### config.mk
export PLATFORM = sky130hd
export DESIGN_NAME = volt_uart_framer
export DESIGN_NICKNAME = d
export VERILOG_FILES = /design/src/rtl/volt_uart_framer.sv
export SDC_FILE = /design/constraint.sdc
export NUM_CORES = 1
export LEC_CHECK = 0
export CAP_MARGIN = 10
export CORE_ASPECT_RATIO = 0.6
export CORE_MARGIN = 10
export CORE_UTILIZATION = 55
export DETAILED_ROUTE_END_ITERATION = 6
export GPL_ROUTABILITY_DRIVEN = 0
export MAX_ROUTING_LAYER = met4
export PLACE_DENSITY_LB_ADDON = 0.1
export SLEW_MARGIN = 20
export SYNTH_ARGS = -nofsm -noshare
export SYNTH_HDL_FRONTEND = slang
export SYNTH_SLANG_ARGS = --single-unit
### constraint.sdc
create_clock -name sys_clk -period 2.5 [get_ports sys_clk]
set_input_delay 0.5 -clock sys_clk [delete_from_list [all_inputs] [get_ports sys_clk]]
set_output_delay 0.5 -clock sys_clk [all_outputs]
set_load 0.02 [all_outputs]
### src/rtl/volt_uart_framer.sv
`default_nettype none
// ============================================================================
//  Module      : volt_uart_framer
//  Description : Packs two 12-bit ADC voltage results and their sign bits
//                into a fixed-length byte frame. Once per frame period it
//                hands the frame to uart_tx, one byte per byte-time.
//                Optional build macro: VOLT_FRAME_CKSUM_EN appends a
//                checksum byte, giving 6-byte frames instead of 5.
//  Revision    : 1.0 - initial release
// ============================================================================
module volt_uart_framer #(
  parameter int CLK_FREQ  = 50_000_000,
  parameter int UART_BPS  = 9600,
  parameter int BYTE_CYC  = (CLK_FREQ / UART_BPS) * 11,
  parameter int FRAME_CYC = 5_000_000
) (
  input  logic        sys_clk,
  input  logic        sys_rst_n,
  input  logic        en,
  input  logic [11:0] volt_ch1,
  input  logic        volt_sign_ch1,
  input  logic [11:0] volt_ch2,
  input  logic        volt_sign_ch2,
  output logic [7:0]  pi_data,
  output logic        pi_flag,
  output logic        busy,
  output logic [7:0]  ovr_cnt
);

`ifdef VOLT_FRAME_CKSUM_EN
  localparam logic [2:0] C_LAST_IDX = 3'd5;
`else
  localparam logic [2:0] C_LAST_IDX = 3'd4;
`endif

  localparam int PCW = (FRAME_CYC > 1) ? $clog2(FRAME_CYC) : 1;
  localparam int GCW = (BYTE_CYC > 2) ? $clog2(BYTE_CYC) : 1;

  // Last value of the free-running period counter.
  localparam logic [PCW-1:0] C_PERIOD_LAST = PCW'(FRAME_CYC - 1);
  // The gap lasts BYTE_CYC-1 cycles; together with the SEND cycle this
  // spaces pi_flag pulses exactly BYTE_CYC apart.
  localparam logic [GCW-1:0] C_GAP_LAST    = GCW'(BYTE_CYC - 2);
  localparam logic [7:0]     C_HEADER      = 8'hA5;

  typedef enum logic [1:0] {
    S_IDLE = 2'd0,
    S_SEND = 2'd1,
    S_GAP  = 2'd2
  } state_t;

  state_t         r_state;
  state_t         w_state_nxt;
  logic [PCW-1:0] r_per_cnt;
  logic [GCW-1:0] r_gap_cnt;
  logic [2:0]     r_byte_idx;
  logic [11:0]    r_snap_ch1;
  logic [11:0]    r_snap_ch2;
  logic           r_snap_sg1;
  logic           r_snap_sg2;

  logic           w_tick;
  logic           w_start;
  logic           w_ovr;
  logic           w_gap_done;
  logic [7:0]     w_b1;
  logic [7:0]     w_b2;
  logic [7:0]     w_b3;
  logic [7:0]     w_b4;
  logic [7:0]     w_byte;

  assign w_tick     = (r_per_cnt == C_PERIOD_LAST);
  assign w_gap_done = (r_gap_cnt == C_GAP_LAST);
  // A tick that finds a frame still in flight is dropped and counted.
  assign w_ovr      = w_tick && en && (r_state != S_IDLE);

  // Frame payload is built only from the snapshot so it cannot tear.
  assign w_b1 = {r_snap_sg1, 3'b000, r_snap_ch1[11:8]};
  assign w_b2 = r_snap_ch1[7:0];
  assign w_b3 = {r_snap_sg2, 3'b000, r_snap_ch2[11:8]};
  assign w_b4 = r_snap_ch2[7:0];

`ifdef VOLT_FRAME_CKSUM_EN
  logic [7:0] w_cksum;
  assign w_cksum = w_b1 + w_b2 + w_b3 + w_b4;
`endif

  // Select the frame byte addressed by the current byte index.
  always_comb begin
    w_byte = 8'h00;
    case (r_byte_idx)
      3'd0:    w_byte = C_HEADER;
      3'd1:    w_byte = w_b1;
      3'd2:    w_byte = w_b2;
      3'd3:    w_byte = w_b3;
      3'd4:    w_byte = w_b4;
`ifdef VOLT_FRAME_CKSUM_EN
      3'd5:    w_byte = w_cksum;
`endif
      default: w_byte = 8'h00;
    endcase
  end

  // Free-running frame period counter, independent of en.
  always_ff @(posedge sys_clk or negedge sys_rst_n) begin
    if (!sys_rst_n) begin
      r_per_cnt <= '0;
    end else if (w_tick) begin
      r_per_cnt <= '0;
    end else begin
      r_per_cnt <= r_per_cnt + 1'b1;
    end
  end

  // FSM state register.
  always_ff @(posedge sys_clk or negedge sys_rst_n) begin
    if (!sys_rst_n) begin
      r_state <= S_IDLE;
    end else begin
      r_state <= w_state_nxt;
    end
  end

  // FSM next-state logic: start on tick, alternate SEND/GAP per byte.
  always_comb begin
    w_state_nxt = r_state;
    w_start     = 1'b0;
    case (r_state)
      S_IDLE: begin
        if (w_tick && en) begin
          w_start     = 1'b1;
          w_state_nxt = S_SEND;
        end
      end
      S_SEND: begin
        w_state_nxt = S_GAP;
      end
      S_GAP: begin
        if (w_gap_done) begin
          w_state_nxt = (r_byte_idx == C_LAST_IDX) ? S_IDLE : S_SEND;
        end
      end
      default: begin
        w_state_nxt = S_IDLE;
      end
    endcase
  end

  // Capture the four inputs at frame start.
  always_ff @(posedge sys_clk or negedge sys_rst_n) begin
    if (!sys_rst_n) begin
      r_snap_ch1 <= '0;
      r_snap_ch2 <= '0;
      r_snap_sg1 <= 1'b0;
      r_snap_sg2 <= 1'b0;
    end else if (w_start) begin
      r_snap_ch1 <= volt_ch1;
      r_snap_ch2 <= volt_ch2;
      r_snap_sg1 <= volt_sign_ch1;
      r_snap_sg2 <= volt_sign_ch2;
    end
  end

  // Byte index and inter-byte gap counter.
  always_ff @(posedge sys_clk or negedge sys_rst_n) begin
    if (!sys_rst_n) begin
      r_byte_idx <= '0;
      r_gap_cnt  <= '0;
    end else begin
      if (w_start) begin
        r_byte_idx <= '0;
      end else if ((r_state == S_GAP) && w_gap_done && (r_byte_idx != C_LAST_IDX)) begin
        r_byte_idx <= r_byte_idx + 3'd1;
      end
      if (r_state == S_SEND) begin
        r_gap_cnt <= '0;
      end else if (r_state == S_GAP) begin
        r_gap_cnt <= r_gap_cnt + 1'b1;
      end
    end
  end

  // Registered UART handoff: one-cycle strobe, data held until next byte.
  always_ff @(posedge sys_clk or negedge sys_rst_n) begin
    if (!sys_rst_n) begin
      pi_flag <= 1'b0;
      pi_data <= 8'h00;
    end else begin
      pi_flag <= (r_state == S_SEND);
      if (r_state == S_SEND) begin
        pi_data <= w_byte;
      end
    end
  end

  // busy rises the cycle after the start tick and falls one cycle after
  // the FSM has returned to IDLE, covering the whole final byte-time.
  always_ff @(posedge sys_clk or negedge sys_rst_n) begin
    if (!sys_rst_n) begin
      busy <= 1'b0;
    end else begin
      busy <= (w_state_nxt != S_IDLE) || (r_state != S_IDLE);
    end
  end

  // Saturating count of dropped frame ticks.
  always_ff @(posedge sys_clk or negedge sys_rst_n) begin
    if (!sys_rst_n) begin
      ovr_cnt <= 8'h00;
    end else if (w_ovr && (ovr_cnt != 8'hFF)) begin
      ovr_cnt <= ovr_cnt + 8'd1;
    end
  end

endmodule
`default_nettype wire

==> results.rst, run 1 <==
.. list-table::
   :header-rows: 1

   * - Metric
     - Value
   * - Cells taking the most area after synthesis
     - sky130_fd_sc_hd__dfrtp_1, sky130_fd_sc_hd__mux2_2, sky130_fd_sc_hd__ha_1
   * - Worst voltage drop across the vdd grid
     - 0.5732 mV
   * - Worst Skew
     - 0.004910 ns
   * - FP Rows
     - 24
   * - Status
     - completed
   * - Total detailed-routing wirelength
     - 8901 um
   * - CTS tree
     - built
   * - Number of buffers inserted for hold repair after clock tree synthesis
     - 0
   * - Mean post-synth cell area
     - 11.10 um^2
   * - Skew-Pair Late Insertion Delay
     - 0.33 ns
   * - RSZ-0062 raised after global routing
     - false
   * - Clock Tree Buf Depth
     - 2
   * - Hpwl dp
     - 6456 um
   * - Most frequently used flop master after synthesis
     - sky130_fd_sc_hd__dfrtp_1
   * - Metal3 WL
     - 440 um
   * - Data arrival time of the critical path
     - 2.45 ns
   * - Die height
     - 87.47 um
   * - Max Slew Vio Count
     - 0
   * - M1 WL
     - 4386 um
   * - I/O pin count
     - 47
   * - Slew at the pin with the worst max-slew slack
     - 0.6103 ns
   * - Type of the tightest min-delay check
     - primary input to asynchronous set/reset pin
   * - Sequential power share
     - 0.509
   * - Clock period minus final worst setup slack
     - 2.234 ns
   * - Worst reg2reg startpoint
     - r_per_cnt[0]
   * - Setup slack on the worst flop-to-flop path
     - 0.27 ns
   * - Total negative slack
     - 0 ns
   * - CTS Root Buffer Type
     - sky130_fd_sc_hd__clkbuf_16
   * - Static Leak
     - 0.002292 uW
   * - Total congestion overflow after global routing
     - 0
   * - Average vias per placed instance
     - 5.583
   * - Async set or reset register ratio after synthesis
     - 1.000
   * - Maximum clock frequency
     - 0.4477 GHz
   * - Required time of the worst setup path
     - 2.71 ns
   * - Relative slew slack
     - 0.5932
   * - Flop and latch count out of synthesis
     - 88
   * - Vias in the first global route
     - 2915
   * - Starting Density
     - 0.5695
   * - Length of routed met2 wiring
     - 4006 um
   * - Period utilisation layout
     - 0.8934
   * - PnR worst setup slack
     - 0.2665 ns
   * - Top routing layer used
     - met4
   * - Type of the setup path with the least slack
     - flop to flop
   * - Clock transition at the registers of the reported paths
     - 0.06 ns
   * - Register-to-Register Path Depth
     - 6
   * - Chip Width
     - 132.5 um
   * - MaxCap Viol Count
     - 0
   * - Max H-tree Level
     - 3
   * - Final hold vios
     - 0
   * - Ys Warns
     - 0
   * - Leading cell types by count after synthesis
     - sky130_fd_sc_hd__dfrtp_1, sky130_fd_sc_hd__nor2_1, sky130_fd_sc_hd__mux2_2, sky130_fd_sc_hd__nand3_1, sky130_fd_sc_hd__inv_1
   * - Share of power burned in combinational logic
     - 0.028
   * - Fraction of the yosys area taken by sequential cells
     - 0.5277
   * - Core Region
     - 7327 um^2
   * - Quantity of gates resized following cts
     - 0
   * - Layout cells sized above 1
     - 0.1270
   * - Initial antenna violation count
     - 0
   * - Unique cell type count in the Yosys netlist
     - 41
   * - Starting DRT DRC Count
     - 324
   * - Number of synthesized flops with an enable pin
     - 0
   * - Synthesis-to-layout area growth
     - 21.89%
   * - Source of the critical timing path
     - r_per_cnt[0]
   * - Design internal power
     - 2263 uW
   * - Post-Place Setup Slack
     - 0.2845 ns
   * - Highest fanout seen on the critical path
     - 8
   * - Clock buffer count from CTS
     - 9
   * - FILL cells
     - 582
   * - Reg2Reg Capture Point
     - ovr_cnt[1]
   * - Cell count after synthesis
     - 376
   * - Seq. cell area
     - 2202 um^2
   * - Total net switching power
     - 541.7 uW
   * - Clock network power share
     - 0.463
   * - Endpoint type of the worst setup path
     - flop
   * - TritonCTS sink count
     - 88
   * - Number of buffer cells added on primary ports
     - 46
   * - Total track usage
     - 0.1614
   * - Wire length of the first global-routing pass
     - 14710 um
   * - Total Die Area
     - 11590 um^2
   * - Number of antenna diodes
     - 0
   * - Number of nets in the synthesized netlist
     - 418
   * - Antenna-violating nets left
     - 0
   * - Worst setup SP type
     - flop
   * - Area taken by multi-input logic gates
     - 1851 um^2
   * - Most instantiated library cell after synthesis
     - sky130_fd_sc_hd__dfrtp_1
   * - DR WL/cell
     - 16.58 um
   * - Yosys top cell area share
     - 0.5277
   * - Vias
     - 2998
   * - Number of DRC violations after detailed routing
     - 0
   * - Area leader, netlist
     - sky130_fd_sc_hd__dfrtp_1
   * - Syn Std Cell Area
     - 4173 um^2
   * - Power per Cell Area
     - 551.4 nW/um^2
   * - Final-report setup violation count
     - 0
   * - TritonRoute pass-1 iters
     - 5
   * - Count of buffers added by post-CTS timing repair for setup
     - 0
   * - Net count reported at finish
     - 471
   * - Net Sw Frac
     - 0.1931
   * - Pin count of the biggest net entering global routing
     - 56
routing by layer:
layer | global-route usage | vias to the layer above
met2 | 0.2362 | 62
met5 | - | -
met4 | 0.03579 | 0
met1 | 0.2200 | 1494
met3 | 0.04263 | 8
li1 | - | 1434
how the worst max path moves through the flow:
stage                 end  slack [ns]  cells after the start
2_1_floorplan  ovr_cnt[1]        0.36                      5
3_3_place_gp   ovr_cnt[1]        0.35                      6
3_5_place_dp   ovr_cnt[1]        0.28                      6
4_1_cts        ovr_cnt[1]        0.27                      6
5_1_grt        ovr_cnt[1]        0.14                      6
6_report       ovr_cnt[1]        0.27                      6
power by group through the flow:
stage / registers, uW / logic, uW / clock network, uW
final: 1430 / 79.3 / 1300
after global routing: 1430 / 88.9 / 1390
after CTS: 1430 / 82.1 / 1320
after detailed placement: 1450 / 81.4 / 0
after global placement: 1450 / 80.3 / 0
after floorplan: 1450 / 1.83 / 0
cell type report:
type                            count  area share
Clock buffer                       12     0.04846
Clock inverter                      3    0.008364
Inverter                           19     0.01402
Multi-Input combinational cell    257      0.3638
Sequential cell                    88      0.4330
Tap cell                          104     0.02558
Timing Repair Buffer               54      0.1068
cells in the final DEF (no fill, tap or decap), types with 3 or more instances in the layout:
master / instances
sky130_fd_sc_hd__a32oi_1: 3
sky130_fd_sc_hd__nor2b_1: 3
sky130_fd_sc_hd__and3_1: 9
sky130_fd_sc_hd__xor2_1: 16
sky130_fd_sc_hd__and2_1: 3
sky130_fd_sc_hd__nand4_1: 8
sky130_fd_sc_hd__clkdlybuf4s50_1: 45
sky130_fd_sc_hd__xnor2_1: 17
sky130_fd_sc_hd__a221o_1: 3
sky130_fd_sc_hd__o21ai_0: 11
sky130_fd_sc_hd__buf_4: 7
sky130_fd_sc_hd__nand3_1: 21
sky130_fd_sc_hd__nor4_1: 4
sky130_fd_sc_hd__mux2_2: 30
sky130_fd_sc_hd__or3_1: 5
sky130_fd_sc_hd__clkbuf_16: 9
sky130_fd_sc_hd__ha_1: 13
sky130_fd_sc_hd__nor3_1: 5
sky130_fd_sc_hd__mux2i_1: 5
sky130_fd_sc_hd__a222oi_1: 3
sky130_fd_sc_hd__o22ai_1: 8
sky130_fd_sc_hd__nand2b_1: 3
sky130_fd_sc_hd__dfrtp_1: 88
sky130_fd_sc_hd__a21oi_1: 8
sky130_fd_sc_hd__inv_1: 19
sky130_fd_sc_hd__and4_1: 4
sky130_fd_sc_hd__nor2_1: 40
sky130_fd_sc_hd__nand2_1: 16
worst max-delay path: stages, from the launching register on:
cell and delay (ns):
sky130_fd_sc_hd__dfrtp_1 0.42, sky130_fd_sc_hd__ha_1 0.25, sky130_fd_sc_hd__nand2_1 0.09, sky130_fd_sc_hd__or4_4 0.56, sky130_fd_sc_hd__nor4_4 0.26, sky130_fd_sc_hd__buf_4 0.19
sky130_fd_sc_hd__mux2_2 0.33
registers in the layout (all words and copies together), names as in the netlist, 2 cells and up:
signal / count
r_per_cnt: 23
r_gap_cnt: 16
r_snap_ch1: 12
r_snap_ch2: 12
ovr_cnt: 8
pi_data: 8
r_byte_idx: 3
r_state: 2
metrics by stage:
stage | total power [uW] | std cells | util | hold slack [ns] | cell area, um^2
after floorplan | 1455 | 376 | - | 0.2044 | 4173
after global placement | 1532 | 522 | 0.6547 | 0.4711 | 4797
after detailed placement | 1533 | 522 | 0.6547 | 0.4714 | 4797
after CTS | 2831 | 537 | 0.6942 | 0.1181 | 5086
after global routing | 2902 | 537 | 0.6942 | 0.1422 | 5086
final | 2805 | 537 | 0.6942 | 0.1113 | 5086
cell families after synthesis:
kind of cell | share of synthesized area
muxes | 0.09565
adders and majority gates | 0.03898
xor gates and xnor gates | 0.06926
and+or+nand+nor | 0.1703
DFF | 0.5277
buffers and inverters | 0.02878
AOI/OAI and AO/OA | 0.06927
(Power assumes the default switching activity.)
==> inputs of run 2 (changes only) <==
==> constraint.sdc (replaced) <==
create_clock -name sys_clk -period 2.5 [get_ports sys_clk]
set_input_delay 0.25 -clock sys_clk [delete_from_list [all_inputs] [get_ports sys_clk]]
set_output_delay 0.25 -clock sys_clk [all_outputs]
set_load 0.02 [all_outputs]
==> results.rst, run 2 (synthesis gave the netlist of run 1 again) <==
.. list-table::
   :header-rows: 1

   * - Metric
     - Value
   * - Endpoint type of the worst setup path
     - flop
   * - Register with the most flip-flops
     - r_per_cnt
   * - Number of cells after detailed placement
     - 520
   * - Worst Skew
     - 0.007882 ns
   * - Total track usage
     - 0.1653
   * - Average vias per placed instance
     - 5.629
   * - Total congestion overflow after global routing
     - 0
   * - Largest registers
     - r_per_cnt x23, r_gap_cnt x16
   * - MaxCap Viol Count
     - 0
   * - Starting DRT DRC Count
     - 304
   * - Cell-by-cell trace of the critical path
     - ha_1 -> nand2_1 -> or4_4 -> nor4_4 -> buf_4 -> mux2_2
   * - Chip Width
     - 132.5 um
   * - Post-route non-filler standard cell count
     - 537
   * - Total Die Area
     - 11590 um^2
   * - Number of DRC violations after detailed routing
     - 0
   * - RSZ-0062 raised after global routing
     - false
   * - Net count reported at finish
     - 470
   * - TritonRoute pass-1 iters
     - 4
   * - Commonest non-fill, non-tap cells in the layout
     - sky130_fd_sc_hd__dfrtp_1, sky130_fd_sc_hd__clkdlybuf4s50_1, sky130_fd_sc_hd__nor2_1
   * - CTS tree
     - built
   * - Clock transition at the registers of the reported paths
     - 0.06 ns
   * - Skew-Pair Late Insertion Delay
     - 0.33 ns
   * - Power consumption
     - 2909 uW
   * - Worst setup SP type
     - flop
   * - Cell family with most CP delay
     - simple AND/OR/NAND/NOR gates
   * - Clock period minus final worst setup slack
     - 2.237 ns
   * - FP Rows
     - 24
   * - Starting Density
     - 0.5695
   * - Initial antenna violation count
     - 0
   * - TritonCTS sink count
     - 88
   * - DR WL/cell
     - 16.45 um
   * - I/O pin count
     - 47
   * - Required time of the worst setup path
     - 2.72 ns
   * - Clock buffer count from CTS
     - 9
   * - Largest incremental delay on the critical path
     - 0.56 ns
   * - Wire length of the first global-routing pass
     - 15070 um
   * - Total negative slack
     - 0 ns
   * - Maximum clock frequency
     - 0.4471 GHz
   * - Static Leak
     - 0.002292 uW
   * - Total detailed-routing wirelength
     - 8833 um
   * - Number of buffer cells added on primary ports
     - 46
   * - Data arrival time of the critical path
     - 2.45 ns
   * - Vias
     - 3023
   * - Max reg flops
     - 23
   * - Type of the tightest min-delay check
     - primary input to asynchronous set/reset pin
   * - Layout cells sized above 1
     - 0.1247
   * - Pin count of the biggest net entering global routing
     - 42
   * - Max H-tree Level
     - 3
   * - Final core utilization
     - 0.6952
   * - Core Region
     - 7327 um^2
   * - WP buf/inv
     - 1
   * - Area taken by multi-input logic gates
     - 1851 um^2
   * - Slew at the pin with the worst max-slew slack
     - 0.6077 ns
   * - Final-report setup violation count
     - 0
   * - Worst voltage drop across the vdd grid
     - 0.5097 mV
   * - Relative slew slack
     - 0.5949
   * - Highest fanout seen on the critical path
     - 8
   * - Worst hold slack after final layout
     - 0.4374 ns
   * - Status
     - completed
   * - Max Slew Vio Count
     - 0
   * - Number of antenna diodes
     - 0
   * - Vias in the first global route
     - 2983
   * - Type of the setup path with the least slack
     - flop to flop
   * - Hpwl dp
     - 6401 um
   * - Antenna-violating nets left
     - 0
   * - Final hold vios
     - 0
   * - FILL cells
     - 585
   * - Clock Tree Buf Depth
     - 2
   * - Period utilisation layout
     - 0.8947
   * - CTS Root Buffer Type
     - sky130_fd_sc_hd__clkbuf_16
   * - Synthesis-to-layout area growth
     - 22.07%
   * - Quantity of gates resized following cts
     - 0
   * - Seq. cell area
     - 2202 um^2
   * - Die height
     - 87.47 um
   * - Standard cell with the maximum stage delay on the critical path
     - sky130_fd_sc_hd__or4_4
   * - Most common library cell in the layout ignoring fill and taps
     - sky130_fd_sc_hd__dfrtp_1
   * - Power per Cell Area
     - 571.1 nW/um^2
## run 2: cell types whose count changed in the layout (fill, tap and decap cells not counted), sizes merged
cell	previous run	this run
buf	9	7
clkbuf	12	11
clkinv	1	2
bufinv	1	2
dlygate4sd3	0	1
## run 2: final timing paths
check	start	endpoint	slack (ns)	depth (start not counted)
worst min-delay path	sys_rst_n	r_per_cnt[13]	0.44	2
min in group sys_clk	ovr_cnt[5]	ovr_cnt[5]	0.50	1
worst max-delay path	r_per_cnt[0]	ovr_cnt[1]	0.26	6
worst max register to register	r_per_cnt[0]	ovr_cnt[1]	0.26	6
worst min register to register	ovr_cnt[5]	ovr_cnt[5]	0.50	1
max in group asynchronous	sys_rst_n	r_snap_ch2[8]	1.35	3
## run 2: per-stage QoR
step | worst slack (ns) | area [um^2]
after floorplan | 0.3558 | 4173
after global placement | 0.3286 | 4770
after detailed placement | 0.2723 | 4770
after CTS | 0.2563 | 5094
after global routing | 0.1657 | 5094
final | 0.2632 | 5094
## run 2: report_power, final
| group | switching (uW) | internal, uW | total [uW] | leakage (uW) |
|---|---|---|---|---|
| registers | 0.917 | 1420 | 1430 | 0.00118 |
| clock network | 528 | 876 | 1400 | 0.000150 |
| logic | 36.8 | 42.8 | 79.7 | 0.000965 |
| total | 566 | 2340 | 2910 | 0.00229 |
## run 2: per-layer routing
layer	GRT usage	wire length, um	vias up
met1	0.2296	4376	1504
met2	0.2294	3881	65
met5	-	0	-
met4	0.04970	110	0
met3	0.04493	464	10
li1	-	-	1444
## run 2: worst reg2reg max path, cell delays in order (launching register included)
cell	delay, ns
sky130_fd_sc_hd__dfrtp_1	0.41
sky130_fd_sc_hd__ha_1	0.25
sky130_fd_sc_hd__nand2_1	0.11
sky130_fd_sc_hd__or4_4	0.56
sky130_fd_sc_hd__nor4_4	0.25
sky130_fd_sc_hd__buf_4	0.19
sky130_fd_sc_hd__mux2_2	0.34
## run 2: final cells by class
class | instances | area share
Clock buffer | 11 | 0.04569
Multi-Input combinational cell | 257 | 0.3633
Sequential cell | 88 | 0.4323
Timing Repair Buffer | 53 | 0.1032
Tap cell | 104 | 0.02555
Inverter | 19 | 0.01400
Clock inverter | 5 | 0.01597
## run 2: repair_timing
action / CTS / global route
buffers inserted: 0 / 0
hold endpoints to repair: 39 / 0
hold buffers: 1 / 0
==> inputs of run 3 (changes only) <==
- SKIP_LAST_GASP: not set -> 1
==> results of run 3 <==
Same layout as run 2: the final DEF is identical, and so are final timing and power.
